===== config.mk =====
export PLATFORM = sky130hd
export DESIGN_NAME = cpu_debug_display_ctrl
export DESIGN_NICKNAME = d
export VERILOG_FILES = /design/src/rtl/cpu_debug_display_ctrl.sv
export SDC_FILE = /design/constraint.sdc
export NUM_CORES = 1
export LEC_CHECK = 0
export ABC_CLOCK_PERIOD_IN_PS = 2900
export CAP_MARGIN = 10
export CORE_AREA = 8 8 157 159
export CTS_CLUSTER_DIAMETER = 50
export DETAILED_ROUTE_END_ITERATION = 10
export DIE_AREA = 0 0 165 167
export HOLD_SLACK_MARGIN = 0.08
export PLACE_DENSITY = 0.78
export SYNTH_ARGS = -nofsm -noshare
export SYNTH_HDL_FRONTEND = slang
export SYNTH_SLANG_ARGS = --single-unit

===== constraint.sdc =====
create_clock -name clk -period 2.9 [get_ports clk]
set_clock_uncertainty 0.2 [all_clocks]
set_input_delay 0.435 -clock clk [delete_from_list [all_inputs] [get_ports clk]]
set_output_delay 0.435 -clock clk [all_outputs]
set_load 0.005 [all_outputs]

===== src/rtl/cpu_debug_display_ctrl.sv =====
`default_nettype none
// +--------------------------------------------------------------------------+
// | cpu_debug_display_ctrl: step/burst/run/breakpoint controller + LCD mux   |
// | Revision: 1.0                                                            |
// +--------------------------------------------------------------------------+
module cpu_debug_display_ctrl #(
  parameter int NUM_REGS       = 32,
  parameter int FIRST_REG_SLOT = 5,
  parameter int DEBOUNCE_CYC   = 16,
  parameter int RA_W           = 5
) (
  input  logic            clk,
  input  logic            resetn,
  input  logic            btn_step,
  input  logic [1:0]      mode,
  input  logic [31:0]     cpu_pc,
  input  logic [31:0]     cpu_inst,
  input  logic [31:0]     rf_data,
  input  logic [31:0]     mem_data,
  input  logic [5:0]      display_number,
  input  logic            input_valid,
  input  logic [31:0]     input_value,
  output logic            cpu_clk_en,
  output logic [RA_W-1:0] rf_addr,
  output logic [31:0]     mem_addr,
  output logic            halted,
  output logic            display_valid,
  output logic [39:0]     display_name,
  output logic [31:0]     display_value
);

  typedef enum logic [2:0] {
    ST_IDLE    = 3'd0,
    ST_STEP    = 3'd1,
    ST_BURST   = 3'd2,
    ST_RUN     = 3'd3,
    ST_BRK_EN  = 3'd4,
    ST_BRK_CHK = 3'd5
  } state_t;

  localparam int         c_db_w       = $clog2(DEBOUNCE_CYC) + 1;
  localparam logic [c_db_w-1:0] c_db_max = c_db_w'(DEBOUNCE_CYC - 1);
  localparam logic [5:0] c_first_slot = 6'(FIRST_REG_SLOT);
  localparam logic [5:0] c_s_bp       = 6'(FIRST_REG_SLOT + NUM_REGS);
  localparam logic [5:0] c_s_nstep    = 6'(FIRST_REG_SLOT + NUM_REGS + 1);
  localparam logic [5:0] c_s_steps    = 6'(FIRST_REG_SLOT + NUM_REGS + 2);
  localparam logic [5:0] c_s_state    = 6'(FIRST_REG_SLOT + NUM_REGS + 3);

  logic              r_btn_meta, r_btn_sync, r_db_level, r_press;
  logic [c_db_w-1:0] r_db_cnt;
  state_t            r_state;
  logic [15:0]       r_remaining, r_burst_n;
  logic [31:0]       r_bp_addr, r_step_cnt;
  logic [5:0]        w_reg_off, w_tens, w_ones;
  logic              w_in_regs;

  // Level only flips after DEBOUNCE_CYC consecutive samples disagree with it.
  always_ff @(posedge clk or negedge resetn) begin
    if (!resetn) begin
      r_btn_meta <= 1'b0;
      r_btn_sync <= 1'b0;
      r_db_level <= 1'b0;
      r_db_cnt   <= '0;
      r_press    <= 1'b0;
    end else begin
      r_btn_meta <= btn_step;
      r_btn_sync <= r_btn_meta;
      r_press    <= 1'b0;
      if (r_btn_sync == r_db_level) begin
        r_db_cnt <= '0;
      end else if (r_db_cnt == c_db_max) begin
        r_db_level <= r_btn_sync;
        r_db_cnt   <= '0;
        r_press    <= r_btn_sync;
      end else begin
        r_db_cnt <= r_db_cnt + 1'b1;
      end
    end
  end

  // cpu_clk_en is high for exactly the cycles spent in an enabling state.
  always_ff @(posedge clk or negedge resetn) begin
    if (!resetn) begin
      r_state     <= ST_IDLE;
      cpu_clk_en  <= 1'b0;
      r_remaining <= '0;
    end else begin
      unique case (r_state)
        ST_IDLE: begin
          cpu_clk_en <= 1'b0;
          if (r_press) begin
            unique case (mode)
              2'b00: begin r_state <= ST_STEP; cpu_clk_en <= 1'b1; end
              2'b01: begin
                r_remaining <= r_burst_n;
                if (r_burst_n != 16'd0) begin
                  r_state    <= ST_BURST;
                  cpu_clk_en <= 1'b1;
                end
              end
              2'b10: begin r_state <= ST_RUN;    cpu_clk_en <= 1'b1; end
              default: begin r_state <= ST_BRK_EN; cpu_clk_en <= 1'b1; end
            endcase
          end
        end
        ST_STEP: begin
          r_state    <= ST_IDLE;
          cpu_clk_en <= 1'b0;
        end
        ST_BURST: begin
          r_remaining <= r_remaining - 16'd1;
          if (r_press || r_remaining == 16'd1) begin
            r_state    <= ST_IDLE;
            cpu_clk_en <= 1'b0;
          end else begin
            cpu_clk_en <= 1'b1;
          end
        end
        ST_RUN: begin
          if (r_press) begin
            r_state    <= ST_IDLE;
            cpu_clk_en <= 1'b0;
          end else begin
            cpu_clk_en <= 1'b1;
          end
        end
        ST_BRK_EN: begin
          cpu_clk_en <= 1'b0;
          r_state    <= r_press ? ST_IDLE : ST_BRK_CHK;
        end
        ST_BRK_CHK: begin
          if (r_press || cpu_pc == r_bp_addr) begin
            r_state    <= ST_IDLE;
            cpu_clk_en <= 1'b0;
          end else begin
            r_state    <= ST_BRK_EN;
            cpu_clk_en <= 1'b1;
          end
        end
        default: begin
          r_state    <= ST_IDLE;
          cpu_clk_en <= 1'b0;
        end
      endcase
    end
  end

  assign halted = (r_state == ST_IDLE);

  always_ff @(posedge clk or negedge resetn) begin
    if (!resetn) begin
      r_step_cnt <= '0;
    end else if (cpu_clk_en) begin
      r_step_cnt <= r_step_cnt + 32'd1;
    end
  end

  always_ff @(posedge clk or negedge resetn) begin
    if (!resetn) begin
      mem_addr  <= '0;
      r_bp_addr <= 32'hFFFF_FFFF;
      r_burst_n <= 16'd1;
    end else if (input_valid) begin
      if (display_number == 6'd3)      mem_addr  <= input_value;
      if (display_number == c_s_bp)    r_bp_addr <= input_value;
      if (display_number == c_s_nstep) r_burst_n <= input_value[15:0];
    end
  end

  assign w_reg_off = display_number - c_first_slot;
  assign rf_addr   = w_reg_off[RA_W-1:0];
  assign w_in_regs = (display_number >= c_first_slot) && (display_number < c_s_bp);
  assign w_tens    = w_reg_off / 6'd10;
  assign w_ones    = w_reg_off % 6'd10;

  // Invalid slots leave name/value untouched so the LCD keeps its last text.
  always_ff @(posedge clk or negedge resetn) begin
    if (!resetn) begin
      display_valid <= 1'b0;
      display_name  <= '0;
      display_value <= '0;
    end else begin
      display_valid <= 1'b1;
      if (w_in_regs) begin
        display_name  <= {"REG", 8'h30 + {2'b00, w_tens}, 8'h30 + {2'b00, w_ones}};
        display_value <= rf_data;
      end else begin
        case (display_number)
          6'd1:      begin display_name <= "   PC"; display_value <= cpu_pc;   end
          6'd2:      begin display_name <= " INST"; display_value <= cpu_inst; end
          6'd3:      begin display_name <= "MADDR"; display_value <= mem_addr; end
          6'd4:      begin display_name <= "MDATA"; display_value <= mem_data; end
          c_s_bp:    begin display_name <= " BKPT"; display_value <= r_bp_addr; end
          c_s_nstep: begin display_name <= "NSTEP"; display_value <= {16'b0, r_burst_n}; end
          c_s_steps: begin display_name <= "STEPS"; display_value <= r_step_cnt; end
          c_s_state: begin display_name <= "STATE"; display_value <= {29'b0, r_state}; end
          default:   display_valid <= 1'b0;
        endcase
      end
    end
  end

endmodule
`default_nettype wire

After elaboration in Yosys (flattened, before gate mapping)
Index checks and enable logic that the tools add are counted.
{ "word_totals": {"output_inout_bits": 112, "elab_cells": 92, "in_bits": 172, "ff_bits": 214} }
{ "op_classes": {"n_eq_ne": 23, "bitwise_logic": 1, "add_sub_neg": 6, "reduce_logical": 15, "order_cmp": 2, "n_div": 2, "n_mux": 28} }
{ "ops": {"columns": ["op", "count"], "rows": [
  ["case mux 40 bit (8 select lines)", 1],
  ["case mux 32 bit (8 select lines)", 1],
  ["2-to-1 mux 40 bit", 1],
  ["adder 32 x 1 -> 32 bit (second input constant)", 1],
  ["== test 32 bit", 1],
  ["2-to-1 mux 16 bit", 2],
  ["2-to-1 mux 32 bit", 1],
  ["case mux 16 bit (2 select lines)", 1],
  ["== test 6 bit (second input constant)", 4],
  ["2-to-1 mux 3 bit", 6],
  ["== test 16 x 1 -> 1 bit (second input constant)", 1],
  ["nonzero test 16 bit", 1],
  ["subtractor 16 x 1 -> 16 bit (second input constant)", 1],
  ["case mux 3 bit (5 select lines)", 1],
  ["adder 6 x 6 -> 7 bit (first input constant)", 2],
  ["== test 6 x 2 -> 1 bit (second input constant)", 2],
  ["2-to-1 mux 1 bit", 10],
  ["2-to-1 mux 5 bit", 2],
  ["case mux 3 bit (3 select lines)", 1],
  ["nonzero test 9 bit", 1],
  ["AND reduction 2 bit", 4],
  ["OR reduction 8 bit", 1],
  ["divider 6 x 4 -> 6 bit (second input constant)", 1],
  ["== test 3 x 2 -> 1 bit (second input constant)", 2],
  ["other kinds (24)", 28]
]} }

Depth between registers and ports, before layout
Gate-level depths: netlist (run 1).
{ "depth": {"word_depth": 5, "depth_mapped": 16, "ltp_nobuf": 15} }

Least setup slack after synthesis (run 1)
No wires, ideal clock.
{ "synth_path": {"path_type": "in2reg", "startpoint": "in display_number[0]", "endpoint": "reg display_name[5]", "t_arrival_ps": 3226, "setup_ps": 83, "cell_stages": 16, "required_time_ps": 2617, "n_path_buf": 1, "setup_slack_ps": -609, "path_cell_list": "inv_1 > ha_1 > nor2b_4 > nand2b_4 > and2_1 > buf_4 > ha_1 > nand2b_1 > mux2_2 > nand3_1 > a221oi_2 > o221ai_2 > nor3b_1 > a211o_1 > ha_1 > o21ai_0"} }
{ "synth_via": {"elab_chain_cells": 4, "elab_cells_between_ends": 16, "cone_classes": "add/sub: 2; div: 1; order compare: 2; eq/ne: 8; mux: 1; reduce/logical: 2"} }
{ "synth_lines": {"columns": ["element", "line", "text"], "rows": [
  ["start: declaration", "20", "input logic [5:0] display_number,"],
  ["subtractor 6 x 3 -> 6 bit", "170", "assign w_reg_off = display_number - c_first_slot;"],
  ["remainder unit 6 x 4 -> 6 bit", "174", "assign w_ones = w_reg_off % 6'd10;"],
  ["adder 6 x 6 -> 7 bit", "185", "display_name <= {\"REG\", 8'h30 + {2'b00, w_tens}, 8'h30 + {2'b00, w_ones}};"],
  ["2-to-1 mux 40 bit", "184", "if (w_in_regs) begin"],
  ["end signal: assignment", "185", null],
  ["end signal: assignment", "189", "6'd1: begin display_name <= \" PC\"; display_value <= cpu_pc; end"],
  ["end signal: assignment", "190", "6'd2: begin display_name <= \" INST\"; display_value <= cpu_inst; end"],
  ["end: declaration", "28", "output logic [39:0] display_name,"]
]} }
Several ways; a longest one is shown, not always the timed one.
A chain may end at the register's enable or synchronous reset.

Worst setup path in the final report (run 1)
Ends and elaborated chain as after synthesis.

==> results of run 1 <==
how the worst max path moves through the flow:
| stage | from | to |
|---|---|---|
| after CTS | display_number[0] | rf_addr[2] |
| after floorplan | display_number[0] | display_name[5] |
| final | display_number[0] | display_name[5] |
| after detailed placement | display_number[0] | display_name[5] |
| after global placement | display_number[0] | display_name[5] |
| after global routing | display_number[0] | display_name[5] |
worst reg2reg max path: cells and delay by family, from the launching register on:
| kind | cells | cell delay (ns) |
|---|---|---|
| xor gates and xnor gates | 1 | 0.14 |
| buffers and inverters | 1 | 0.19 |
| and+or+nand+nor | 7 | 1.53 |
| DFF | 1 | 0.50 |
cells by family (layout without fill, tap and decap cells):
kind of cell,Yosys count,in the layout,share of synthesized area
simple gates,333,333,0.1474
other cells,1,9,0.0003433
flops,205,205,0.4734
mux,84,84,0.08659
xor+xnor,69,69,0.05532
compound gates,292,292,0.1812
buf+inv,98,489,0.03974
fa+ha+maj,14,14,0.01604
flip-flops by register name, indices dropped and copies added, names as in the netlist:
signal         count
display_value     32
mem_addr          32
r_bp_addr         32
r_step_cnt        32
display_name      31
r_burst_n         16
r_remaining       16
r_db_cnt           5
r_state            3
cpu_clk_en         1
display_valid      1
r_btn_meta         1
r_btn_sync         1
r_db_level         1
r_press            1
cell type report:
cell class | instances | share of cell area
clock inverter | 13 | 0.01177
multi-input combinational | 798 | 0.3379
inverter | 18 | 0.004415
sequential | 205 | 0.3201
timing repair buffer | 423 | 0.2552
antenna | 3 | 0.0004648
tap | 285 | 0.02208
clock buffer | 35 | 0.04802
layer usage:
metal,vias up,track usage
met3,117,0.05745
met5,-,0
li1,4809,-
met1,5280,0.3841
met2,672,0.4727
met4,0,0.1270
placed cells by master, fill, tap and decap left out, types with 15 or more instances in the layout:
cell type        synthesis  final
clkbuf_16                0     27
xnor2_1                 30     29
o21ai_0                 88     86
clkdlybuf4s50_1          0    270
a22o_1                  15     15
dfstp_2                 33     33
inv_1                   18     15
a222oi_1                21     21
dfrtp_1                172    172
nand3_1                 28     27
a22oi_1                 33     32
buf_4                   11    125
nor2_1                  88     87
nand4_1                 31     31
a21oi_1                 52     52
mux2_2                  84     83
xor2_1                  39     39
nor3_1                  19     19
nand2_1                102    102
buf_12                   0     19
metrics by stage:
step / area [um^2] / instances
final: 16150 / 1780
after global routing: 16150 / 1779
after CTS: 16100 / 1777
after detailed placement: 15110 / 1726
after global placement: 15110 / 1726
after floorplan: 11010 / 1101
repair_timing:
action | CTS | global route
pin swaps | 0 | 1
setup endpoints to repair | 11 | 7
resized for setup | 9 | 9
hold endpoints to repair | 116 | 0
hold buffers | 1 | 0
setup buffers | 2 | 0
power breakdown:
part / leakage (nW) / switching (W) / internal (W) / total, W
combinational: 3.95 / 0.00132 / 0.00134 / 0.00266
sequential: 2.54 / 0.000458 / 0.00332 / 0.00378
clock: 0.479 / 0.00131 / 0.00225 / 0.00356
==> impl_metrics.ini, run 1 <==
[floorplanning]
start_util = 0.4915
ios = 284
rows = 55
fp.dieW_um = 165
core_um2 = 22230
die_y_um = 167
die_area_um2 = 27560

[finish]
regArea_um2 = 5171
synthToLayoutAreaGrowth_pct = 47.86
multi_input_area_um2 = 5458
final_util = 0.7267
nets = 1658
drive_above_1_share = 0.2279
fill_cells = 1622

[drt]
via_count = 10880
drc_errors = 0
totalWireLength_um = 41830
wl_met1_um = 16240
via_per_inst = 6.111
drt-initial-drc-count = 1148
top_layer = met4
first_pass_iters = 7
dr_wl_met3_um = 4197
routedWlPerCell_um = 23.50
routed-wl-met2_um = 19640
antenna_left = 0

[sta]
post-route-period-util = 0.9648
min_period_ns = 2.798
setup_tns_ns = 0
hold_viol = 0
maxSlewViolCount = 0
holdWs_ns = 0.1485
relSlewSlack = 0.5822
fin_ws_ns = 0.1022
worstMarginPinSlew_ns = 0.6267
fmax_mhz = 357.4
rsz0062_at_grt = yes
finalSetupViolCount = 0

[grt]
grt_pass1_wl_um = 64380
grtUsageTotal = 0.2963
first_global_vias = 11100
grt_max_degree = 62
grt_antenna_before_repair = 2
overflow = 0

[worst_setup_path]
cp_top_family = compound AO/OA/AOI/OAI gates
endpoint_kind = register
rr_worst_depth = 9
worstSetupPathDepth = 16
crit_buf_inv = 2
crit_fanout = 3
slowest_stage = a221oi_4
crit_arrival_ns = 3.05
reg2reg_to = r_step_cnt[31]
critPathMaxStageDelay_ns = 0.28
path_common_cell = ha_4
worstSetupPathType = in2reg
path_cells = clkdlybuf4s15_2 > clkinvlp_4 > ha_4 > nor2b_4 > o21ai_4 > and2_4 > ha_4 > nand2b_1 > mux2_4 > nand3_4 > a221oi_4 > o221ai_2 > nor3b_2 > a211o_1 > ha_1 > o21ai_1
rrSetupSlack_ns = 0.22
reg2reg_from = r_step_cnt[2]
crit_path_start_kind = input port
crit_required_ns = 3.15

[logic_synthesis]
ys_top_cells_by_count = dfrtp_1, nand2_1, nor2_1, o21ai_0, mux2_2
yosysTopAreaCell = dfrtp_1
synth_area_um2 = 10920
synthTopCellsByArea = dfrtp_1, mux2_2, dfstp_2
synth_seq_area_share = 0.4734
synthCells = 1096
synth_flop_cell = dfrtp_1
synth-edff-count = 0
syn_avg_cell_area_um2 = 9.967
synthArstFlopShare = 1.000
ys_ff_latch = 205
yosysWarnings = 0
synth_cell_types = 71
synth_top_cell_area_share = 0.3940
yosysMostFrequentCell = dfrtp_1

[clock_tree]
path_clk_slew_ns = 0.05
clk_path_buf_depth = 3
numCtsBuffers = 26
clk_latency_ns = 0.53
cts.sinks = 205
cts_tree = yes
h-tree-depth = 1
root_buffer = clkbuf_16

[power]
power.density_nw_per_um2 = 619.2
ir_worst_vdd_uv = 554.6
p_leak_nw = 6.961
power.total_w = 0.01000

[place]
gp_congestion = 0.9315
io_buffers = 277
hpwl_um = 31390
pre_cts_slack_ns = -0.8180

[flow_run]
maxCapViolations = 0

[min_path]
hp-class = in2reg
min_path_cells = 1
min_from = btn_step
min_delay_worst_endpoint = r_btn_meta

[status]
status = complete, no violations
Note: power is estimated with default switching activity, not from simulation.
==> run 2, diff against run 1 <==
- CORE_AREA: 8 8 157 159 -> 3 3 152 154
- DIE_AREA: 0 0 165 167 -> 0 0 155 157
==> run 2 against run 1 <==
Cell count up 0.56%. Clock power up 5%. Sequential power about the same. Design area up 0.67%. Critical endpoint is now rf_addr[2]. Largest power group unchanged.
==> impl_metrics.ini, run 2 (synthesis gave the netlist of run 1 again) <==
[drt]
via_count = 10870
first_pass_iters = 6
routedWlPerCell_um = 23.06
drt-initial-drc-count = 1051
drc_errors = 0
antenna_left = 0
via_per_inst = 6.074
totalWireLength_um = 41280

[power]
internal_power_w = 0.007025
switching_share = 0.3107
power_frac_clock = 0.366
combPwrFrac = 0.265
p_sw_w = 0.003167
power.total_w = 0.01019
power.density_nw_per_um2 = 626.8
p_leak_nw = 7.010
ir_worst_vdd_uv = 572.5
p_seq_frac = 0.369

[clock_tree]
root_buffer = clkbuf_16
cts.sinks = 205
cts_tree = yes
clk_latency_ns = 0.54
h-tree-depth = 1
clk_path_buf_depth = 3
path_clk_slew_ns = 0.06
numCtsBuffers = 29

[finish]
mostFrequentLayoutCells = clkdlybuf4s50_1, dfrtp_1, buf_4, nand2_1
final_common_cell = clkdlybuf4s50_1
layoutNonFillerInstCount = 1790
regArea_um2 = 5171
multi_input_area_um2 = 5449
nets = 1673
fill_cells = 1571
synthToLayoutAreaGrowth_pct = 48.86
drive_above_1_share = 0.2347

[place]
hpwl_um = 31090
dp_cells = 1731
gp_congestion = 0.9192
io_buffers = 277

[floorplanning]
start_util = 0.5006
die_area_um2 = 24340
ios = 284
core_um2 = 21820
die_y_um = 157
fp.dieW_um = 155
rows = 54

[flow_run]
maxCapViolations = 0

[worst_setup_path]
crit_required_ns = 2.27
worstSetupPathType = in2out
crit_path_start_kind = input port
crit_fanout = 6
endpoint_kind = output pin
crit_arrival_ns = 2.17

[sta]
relSlewSlack = 0.5869
worstMarginPinSlew_ns = 0.6197
rsz0062_at_grt = yes
min_period_ns = 2.804
finalSetupViolCount = 0
post-route-period-util = 0.9667
maxSlewViolCount = 0
fmax_mhz = 356.7
hold_viol = 0

[grt]
first_global_vias = 11030
overflow = 0
grt_max_degree = 65
grtUsageTotal = 0.3311
grt_antenna_before_repair = 2
grt_pass1_wl_um = 63000

[min_path]
hp-class = in2reg

[status]
status = complete, no violations
run 2: changes by cell type in the layout (fill, tap and decap cells not counted), sizes merged, moves of 2 or more:
cell,previous run,this run
clkdlybuf4s50,270,272
buf,145,157
clkinvlp,2,4
inv,21,23
clkinv,4,6
clkbuf,36,34
run 2: power by group through the flow:
stage / logic, W / registers, W / clock network, W
final: 0.00270 / 0.00376 / 0.00373
after global routing: 0.00295 / 0.00381 / 0.00389
after CTS: 0.00268 / 0.00374 / 0.00375
after detailed placement: 0.00265 / 0.00378 / 0
after global placement: 0.00260 / 0.00376 / 0
after floorplan: 0.00125 / 0.00367 / 0
run 2: what timing repair did:
item                       CTS  global route
gates resized for setup      6             8
buffers inserted             2             2
gates cloned                 0             0
hold buffers                 1             0
pin swaps                    0             3
hold endpoints to repair    51             0
setup endpoints to repair    6             9
run 2: layer usage:
layer  track usage  part of all wire  up-vias
met5             0           0.00058        -
met4        0.1077             0.032        4
met3       0.06104             0.090      104
met2        0.5539              0.48      577
met1        0.4388              0.40     5352
li1              -                 -     4835
run 2: final cells by class:
cell class                      instances  area share
Multi-Input combinational cell        798      0.3351
Sequential cell                       205      0.3180
Timing Repair Buffer                  435      0.2581
Inverter                               18    0.004386
Clock buffer                           32     0.04593
Antenna cell                            2   0.0003078
Clock inverter                         20     0.01670
Tap cell                              280     0.02154
run 2: worst max-delay path, stage by stage:
cell and delay (ns):
dlygate4sd2_1 0.23, inv_2 0.06, ha_4 0.16, buf_4 0.15
nor2b_1 0.15, or2_2 0.29, inv_2 0.08, buf_4 0.11
clkdlybuf4s50_1 0.49
run 2: final timing paths:
kind / startpoint / slack (ns) / endpoint / cells past startpoint
worst max register to register: r_step_cnt[2] / 0.34 / r_step_cnt[31] / 9
max in group asynchronous: resetn / 1.43 / display_name[3] / 3
worst max-delay path: display_number[1] / 0.1 / rf_addr[2] / 9
min in group asynchronous: resetn / 0.25 / display_value[9] / 2
worst min-delay path: display_number[0] / 0.14 / display_name[0] / 3
worst min register to register: r_btn_meta / 0.15 / r_btn_sync / 0
run 2: metrics by stage:
step,TNS (ns),cell area (um^2),hold WS (ns),setup WS [ns],utilization
2_1_floorplan,-0.8168,11010,-0.06059,-0.3444,-
6_report,0,16260,0.1375,0.09649,0.7452
4_1_cts,0,16210,0.1243,0.01044,0.7428
3_5_place_dp,-30.45,15160,0.1428,-0.7854,0.6949
3_3_place_gp,-28.43,15160,0.1336,-0.7549,0.6949
5_1_grt,-0.009787,16260,0.1288,-0.009787,0.7449
